--- config.mk ---
export PLATFORM = sky130hd
export DESIGN_NAME = mac_seq_ctrl_flat
export DESIGN_NICKNAME = d
export VERILOG_FILES = /design/src/rtl/mac_seq_ctrl_pkg.sv /design/src/rtl/mac_seq_ctrl_if.sv /design/src/rtl/mac_seq_ctrl_mac_pipe.sv /design/src/rtl/mac_seq_ctrl.sv /design/src/flat_wrapper.sv
export SDC_FILE = /design/constraint.sdc
export NUM_CORES = 1
export LEC_CHECK = 0
export CAP_MARGIN = 20
export CORE_MARGIN = 10
export CORE_UTILIZATION = 60
export CTS_CLUSTER_DIAMETER = 80
export DETAILED_ROUTE_END_ITERATION = 8
export PLACE_DENSITY_LB_ADDON = 0.12
export SYNTH_ARGS = -nofsm -noshare
export SYNTH_HDL_FRONTEND = slang
export SYNTH_SLANG_ARGS = --single-unit
export TNS_END_PERCENT = 30
--- constraint.sdc ---
create_clock -name clk -period 10.1 [get_ports clk]
set_input_delay 2.02 -clock clk [delete_from_list [all_inputs] [get_ports clk]]
set_output_delay 2.02 -clock clk [all_outputs]
set_load 0.03 [all_outputs]
--- src/rtl/mac_seq_ctrl_pkg.sv ---
// Shared definitions for the sequenced multiply-accumulate controller:
// the state encodings and the accumulator width derivation.
package mac_seq_ctrl_pkg;

    typedef enum logic [2:0] {
        ST_IDLE    = 3'd0,
        ST_LOAD_A  = 3'd1,
        ST_LOAD_B  = 3'd2,
        ST_COMPUTE = 3'd3,
        ST_DRAIN   = 3'd4,
        ST_DONE    = 3'd5
    } state_e;

    // Full signed product plus log2(DEPTH) guard bits, so a DEPTH-term sum never wraps.
    function automatic int unsigned acc_width(input int unsigned width, input int unsigned depth);
        return 2 * width + $clog2(depth);
    endfunction

endpackage

--- src/rtl/mac_seq_ctrl_if.sv ---
// Control, operand and status signals between a sequencer master and mac_seq_ctrl.
interface mac_seq_ctrl_if
    import mac_seq_ctrl_pkg::*;
#(
    parameter int unsigned WIDTH = 16,
    parameter int unsigned DEPTH = 8
);
    localparam int unsigned AW    = $clog2(DEPTH);
    localparam int unsigned ACC_W = acc_width(WIDTH, DEPTH);

    logic             adv;
    logic             reuse;
    logic [WIDTH-1:0] data_in;
    logic [2:0]       state_o;
    logic [AW-1:0]    idx_o;
    logic             busy;
    logic             done;
    logic [ACC_W-1:0] acc_o;

    modport master (
        output adv, reuse, data_in,
        input  state_o, idx_o, busy, done, acc_o
    );

    modport slave (
        input  adv, reuse, data_in,
        output state_o, idx_o, busy, done, acc_o
    );
endinterface

--- src/rtl/mac_seq_ctrl_mac_pipe.sv ---
// Two-stage signed multiply-accumulate: registered product, then accumulate
// into a sign-extended accumulator one cycle later.
module mac_pipe #(
    parameter int unsigned WIDTH = 16,
    parameter int unsigned ACC_W = 35
) (
    input  logic                    clk,
    input  logic                    rst,
    input  logic                    clr,
    input  logic                    en,
    input  logic signed [WIDTH-1:0] op_a,
    input  logic signed [WIDTH-1:0] op_b,
    output logic signed [ACC_W-1:0] acc_o
);
    localparam int unsigned PW = 2 * WIDTH;

    logic signed [PW-1:0]    prod_q, prod_d;
    logic                    vld_q, vld_d;
    logic signed [ACC_W-1:0] acc_q, acc_d;

    // vld_q marks a product that still has to be folded into the accumulator.
    always_comb begin
        prod_d = prod_q;
        vld_d  = 1'b0;
        acc_d  = acc_q;
        if (clr) begin
            prod_d = '0;
            acc_d  = '0;
        end else begin
            if (vld_q) begin
                acc_d = acc_q + {{(ACC_W - PW){prod_q[PW-1]}}, prod_q};
            end
            if (en) begin
                prod_d = PW'(op_a) * PW'(op_b);
            end
            vld_d = en;
        end
    end

    always_ff @(posedge clk) begin
        if (rst) begin
            prod_q <= '0;
            vld_q  <= 1'b0;
            acc_q  <= '0;
        end else begin
            prod_q <= prod_d;
            vld_q  <= vld_d;
            acc_q  <= acc_d;
        end
    end

    assign acc_o = acc_q;
endmodule

--- src/rtl/mac_seq_ctrl.sv ---
// Loads two DEPTH-entry operand banks under adv pulses, then computes their
// signed dot product through mac_pipe and reports completion.
module mac_seq_ctrl
    import mac_seq_ctrl_pkg::*;
#(
    parameter int unsigned WIDTH = 16,
    parameter int unsigned DEPTH = 8
) (
    input  logic           clk,
    input  logic           rst,
    mac_seq_ctrl_if.slave  bus
);
    localparam int unsigned AW    = $clog2(DEPTH);
    localparam int unsigned ACC_W = acc_width(WIDTH, DEPTH);
    localparam logic [AW-1:0] LAST = AW'(DEPTH - 1);

    state_e        state_q, state_d;
    logic [AW-1:0] idx_q, idx_d;
    logic          drain_q, drain_d;
    logic          busy_q, busy_d;
    logic          done_q, done_d;
    logic          wr_a, wr_b, mac_clr, mac_en;

    logic [WIDTH-1:0] a_q [DEPTH];
    logic [WIDTH-1:0] a_d [DEPTH];
    logic [WIDTH-1:0] b_q [DEPTH];
    logic [WIDTH-1:0] b_d [DEPTH];
    logic [ACC_W-1:0] acc;

    always_comb begin
        state_d = state_q;
        idx_d   = idx_q;
        drain_d = drain_q;
        wr_a    = 1'b0;
        wr_b    = 1'b0;
        mac_clr = 1'b0;
        mac_en  = 1'b0;
        case (state_q)
            ST_IDLE: begin
                if (bus.adv) begin
                    state_d = ST_LOAD_A;
                    idx_d   = '0;
                end
            end
            ST_LOAD_A: begin
                if (bus.adv) begin
                    wr_a = 1'b1;
                    if (idx_q == LAST) begin
                        state_d = ST_LOAD_B;
                        idx_d   = '0;
                    end else begin
                        idx_d = idx_q + AW'(1);
                    end
                end
            end
            ST_LOAD_B: begin
                if (bus.adv) begin
                    wr_b = 1'b1;
                    if (idx_q == LAST) begin
                        state_d = ST_COMPUTE;
                        idx_d   = '0;
                        mac_clr = 1'b1;
                    end else begin
                        idx_d = idx_q + AW'(1);
                    end
                end
            end
            ST_COMPUTE: begin
                mac_en = 1'b1;
                if (idx_q == LAST) begin
                    state_d = ST_DRAIN;
                    drain_d = 1'b0;
                end else begin
                    idx_d = idx_q + AW'(1);
                end
            end
            // Two cycles: one for the last product, one for its accumulate.
            ST_DRAIN: begin
                if (drain_q) begin
                    state_d = ST_DONE;
                    idx_d   = '0;
                end else begin
                    drain_d = 1'b1;
                end
            end
            ST_DONE: begin
                if (bus.adv) begin
                    idx_d = '0;
                    if (bus.reuse) begin
                        state_d = ST_COMPUTE;
                        mac_clr = 1'b1;
                    end else begin
                        state_d = ST_LOAD_A;
                    end
                end
            end
            default: begin
                state_d = ST_IDLE;
                idx_d   = '0;
            end
        endcase
        busy_d = (state_d == ST_COMPUTE) || (state_d == ST_DRAIN);
        done_d = (state_d == ST_DONE);
    end

    always_ff @(posedge clk) begin
        if (rst) begin
            state_q <= ST_IDLE;
            idx_q   <= '0;
            drain_q <= 1'b0;
            busy_q  <= 1'b0;
            done_q  <= 1'b0;
        end else begin
            state_q <= state_d;
            idx_q   <= idx_d;
            drain_q <= drain_d;
            busy_q  <= busy_d;
            done_q  <= done_d;
        end
    end

    // Operand banks keep their contents across reset.
    always_comb begin
        a_d = a_q;
        b_d = b_q;
        if (wr_a) a_d[idx_q] = bus.data_in;
        if (wr_b) b_d[idx_q] = bus.data_in;
    end

    always_ff @(posedge clk) begin
        a_q <= a_d;
        b_q <= b_d;
    end

    mac_pipe #(
        .WIDTH (WIDTH),
        .ACC_W (ACC_W)
    ) u_mac_pipe (
        .clk   (clk),
        .rst   (rst),
        .clr   (mac_clr),
        .en    (mac_en),
        .op_a  (a_q[idx_q]),
        .op_b  (b_q[idx_q]),
        .acc_o (acc)
    );

    assign bus.state_o = state_q;
    assign bus.idx_o   = idx_q;
    assign bus.busy    = busy_q;
    assign bus.done    = done_q;
    assign bus.acc_o   = acc;
endmodule

--- src/flat_wrapper.sv ---
// flat-port wrapper written by rule: the top's interface ports become plain ports
module mac_seq_ctrl_flat import mac_seq_ctrl_pkg::*;
#(
    parameter int unsigned WIDTH = 16,
    parameter int unsigned DEPTH = 8
)
  (clk, rst, bus_adv, bus_reuse, bus_data_in, bus_state_o, bus_idx_o, bus_busy, bus_done, bus_acc_o);
  mac_seq_ctrl_if #(.WIDTH(WIDTH), .DEPTH(DEPTH)) bus_i ();
  input  logic clk;
  input  logic rst;
  input wire logic [$bits(bus_i.adv)-1:0] bus_adv;
  input wire logic [$bits(bus_i.reuse)-1:0] bus_reuse;
  input wire logic [$bits(bus_i.data_in)-1:0] bus_data_in;
  output wire logic [$bits(bus_i.state_o)-1:0] bus_state_o;
  output wire logic [$bits(bus_i.idx_o)-1:0] bus_idx_o;
  output wire logic [$bits(bus_i.busy)-1:0] bus_busy;
  output wire logic [$bits(bus_i.done)-1:0] bus_done;
  output wire logic [$bits(bus_i.acc_o)-1:0] bus_acc_o;
  assign bus_i.adv = bus_adv;
  assign bus_i.reuse = bus_reuse;
  assign bus_i.data_in = bus_data_in;
  assign bus_state_o = bus_i.state_o;
  assign bus_idx_o = bus_i.idx_o;
  assign bus_busy = bus_i.busy;
  assign bus_done = bus_i.done;
  assign bus_acc_o = bus_i.acc_o;
  mac_seq_ctrl #(.WIDTH(WIDTH), .DEPTH(DEPTH)) u_core (.clk(clk), .rst(rst), .bus(bus_i));
endmodule
==> impl_results.md <==
- DP Area: 0.0247 mm^2
- Register area: 0.00923 mm^2
- Worst hold start: u_core.u_mac_pipe.prod_q[15]
- Hold Path Class: flip-flop to flip-flop
- Clock power frac: 0.134
- Setup TNS: 0 ns
- Hold endpoint: u_core.u_mac_pipe.prod_q[15]
- Startpoint types: flip-flop
- Synthesis-to-layout area growth: 10.0%
- Most used DFF post-synth: edfxtp_1
- Die area: 0.0475 mm^2
- GRT Util Overall: 0.244
- Final instance area: 0.0259 mm^2
- VDD IR max: 0.459 mV
- N_diodes: 0
- DRT iter0 DRCs: 1,214
- R2r endpoint: u_core.u_mac_pipe.prod_q[30]
- First-pass GRT wire length: 91,100 um
- Fin crit period: 8.44 ns
- CP max-delay cell: and4_1
- Vias in the first global route: 16,581
- R2R Path Start: u_core.bus.idx_o[0]
- Synth Warn #: 0
- Synth top area share: 0.327
- Pleak: 0.0107 uW
- Seq pwr share: 0.153
- Final wirelength: 57,300 um
- Routability Congestion: 0.936
- Pwr Density: 375 mW/mm^2
- DR vias: 16,188
- Fin. Hold Viols: 0
- Hold Path Stages: 2
- Worst Tran Pin Value: 1.06 ns
- Avg Vias per Cell: 5.85
- Share of layout cells above drive strength 1: 0.0502
- Clk_lat worst skew: 0.57 ns
- Clock slew at reported path FFs: 0.06 ns
- Num Clock Sinks: 333
- Most frequent cell after synthesis: inv_1
- Antenna-violating nets left: 0
- DRC violations left: 0
- Status: complete, no violations
- Internal reg-to-reg setup slack: 1.66 ns
- Post-synth top area cell: edfxtp_1
- Hold_buf cts: 0
- Max-cap violations: 0
- DPL Wire Length: 41,500 um
- Critical path class: flip-flop to flip-flop
- Nets: 2,623
- Worst Reg-to-Reg Cells: 24
- Yosys reg bits: 333
- Sequential fraction of the synthesis area: 0.393
- Ys async rst share: 0
- Switching fraction of total power: 0.472
- CTS tree: built
- Bufs and invs on worst path: 5
- Die Y: 218 um
- I/O pins: 63
- Crit path top cell by count: fa_1
- Synth cell count leaders: inv_1 (326), fa_1 (263), edfxtp_1 (256)
- Syn_nets: 2,586
- Clock Tree Buf Depth: 3
- Mapped Area: 0.0235 mm^2
- H-tree Lvls: 2
- Final Max Slew Viols: 0
- Max-slew headroom: 0.290
- Avg Cell Area, Syn: 10.8 um^2
- Largest net degree at the start of global routing: 41
- RSZ-0062 raised after global routing: no
- Logic pwr share: 0.713
- Non-filler cells, final: 2,767
- Switch Pwr: 4570 uW
- Synth Instances: 2,185
- Total CTS buffers: 36
- Largest cells by area after synthesis: edfxtp_1 (33%), fa_1 (22%), dfxtp_1 (6.6%)
- Setup violators final: 0
- CTS root buf: clkbuf_16
- Die W: 218 um
- Starting density of the core: 0.607
- Int Power: 5120 uW
- CP peak stage delay: 0.76 ns
- Crit path max-delay family: adder cells
- Worst Path Arrival: 8.86 ns
- Synth unique cells: 65
- Area occupied by multi-input gates: 0.0127 mm^2
- GRT overflow: 0
- Number of enable flip-flop cells after synthesis: 256
- Worst Setup End Kind: flip-flop
- Crit path max fanout: 17
- Core Area: 0.0387 mm^2
- Layout Skew: 0.0385 ns
- Setup Buffers After CTS: 0
- # port buffers: 62
- Antenna violations before repair: 0
- Drt pass-1 iters: 5
- WL/cell: 20.7 um
- Period utilisation layout: 0.836
- # rows: 72
- Worst path cell trace: nor2_1, and2_1, buf_4, a22oi_1, and4_1, nor2_1, fa_1, inv_1, fa_1, fa_1, inv_1, fa_1, fa_1, inv_1, fa_1, inv_1, ha_1, nand3_1, nor2_1, nor4b_1, o21a_1, o41a_1, o21ai_2, a221o_1
- Fillers: 3,016
- Post-CTS Resized: 0
- Placed insts: 2,702
- Req. time, crit path: 10.52 ns
- Fmax: 119 MHz
==> worst register-to-register path: stages, from the launching register on <==
cell and delay [ns]:
dfxtp_1 0.67, nor2_1 0.13, and2_1 0.48, buf_4 0.37
a22oi_1 0.18, and4_1 0.76, nor2_1 0.17, fa_1 0.54
inv_1 0.05, fa_1 0.51, fa_1 0.56, inv_1 0.07
fa_1 0.50, fa_1 0.49, inv_1 0.05, fa_1 0.47
inv_1 0.04, ha_1 0.38, nand3_1 0.13, nor2_1 0.24
nor4b_1 0.52, o21a_1 0.28, o41a_1 0.27, o21ai_2 0.10
a221o_1 0.33
==> area by class of cell <==
class | count | area share
tap | 518 | 0.0251
clock buffer | 44 | 0.0368
sequential | 333 | 0.357
timing repair buffer | 97 | 0.0342
inverter | 327 | 0.0475
clock inverter | 21 | 0.00885
multi-input combinational | 1427 | 0.491
==> flip-flops by register name, summed over array words and instances, names as in the netlist <==
register,cells
u_core.u_mac_pipe.vld_q,1
u_core.bus.idx_o,3
u_core.a_q,128
u_core.u_mac_pipe.prod_q,32
u_core.drain_q,1
u_core.u_mac_pipe.acc_o,35
u_core.bus.done,1
u_core.bus.state_o,3
u_core.bus.busy,1
u_core.b_q,128
==> power by group through the flow <==
stage	clock [uW]	combinational [uW]	sequential [uW]
6_report	1300	6910	1480
5_1_grt	1380	7960	1480
4_1_cts	1330	6940	1480
3_5_place_dp	0	6900	1510
3_3_place_gp	0	6710	1510
2_1_floorplan	0	5510	1510
==> kinds of logic after synthesis <==
kind of cell | count (synthesis) | synth area share
adders and majority gates | 381 | 0.287
AOI/OAI and AO/OA | 370 | 0.107
buffers and inverters | 425 | 0.0686
muxes | 21 | 0.00899
xor gates and xnor gates | 47 | 0.0175
DFF | 333 | 0.393
and+or+nand+nor | 608 | 0.119
==> per-stage QoR <==
stage,util,total power (uW),worst slack (ns),hold slack (ns)
after floorplan,-,7020,2.74,0.436
after global placement,0.637,8220,1.69,0.445
after detailed placement,0.637,8410,1.62,0.452
after CTS,0.668,9750,1.59,0.460
after global routing,0.668,10800,1.18,0.485
final,0.668,9690,1.66,0.457
==> worst max-delay path by stage <==
| stage | start | to | depth (start not counted) |
|---|---|---|---|
| 2_1_floorplan | u_core.bus.idx_o[1] | u_core.u_mac_pipe.prod_q[30] | 29 |
| 3_3_place_gp | u_core.bus.idx_o[0] | u_core.u_mac_pipe.prod_q[24] | 24 |
| 3_5_place_dp | u_core.bus.idx_o[0] | u_core.u_mac_pipe.prod_q[24] | 24 |
| 4_1_cts | u_core.bus.idx_o[0] | u_core.u_mac_pipe.prod_q[24] | 24 |
| 5_1_grt | u_core.bus.idx_o[0] | u_core.u_mac_pipe.prod_q[24] | 24 |
| 6_report | u_core.bus.idx_o[0] | u_core.u_mac_pipe.prod_q[30] | 24 |
==> per-layer routing <==
layer	vias up	wire length, um	GRT usage
met5	-	0	0
met4	0	1820	0.0868
met3	115	3800	0.0358
met2	565	28000	0.412
met1	8027	23600	0.317
li1	7481	-	-
==> placed cells by master (no fill, tap or decap), drive strengths merged, types with 36 or more instances in the layout <==
cell           count
clkdlybuf4s50     62
nor2             228
clkbuf            44
dfxtp             77
a22oi            123
o21ai             48
xnor2             36
edfxtp           256
a21oi             82
inv              328
fa               263
nand3             36
ha               118
nand2            183
Note: power is estimated with default switching activity, not from simulation.
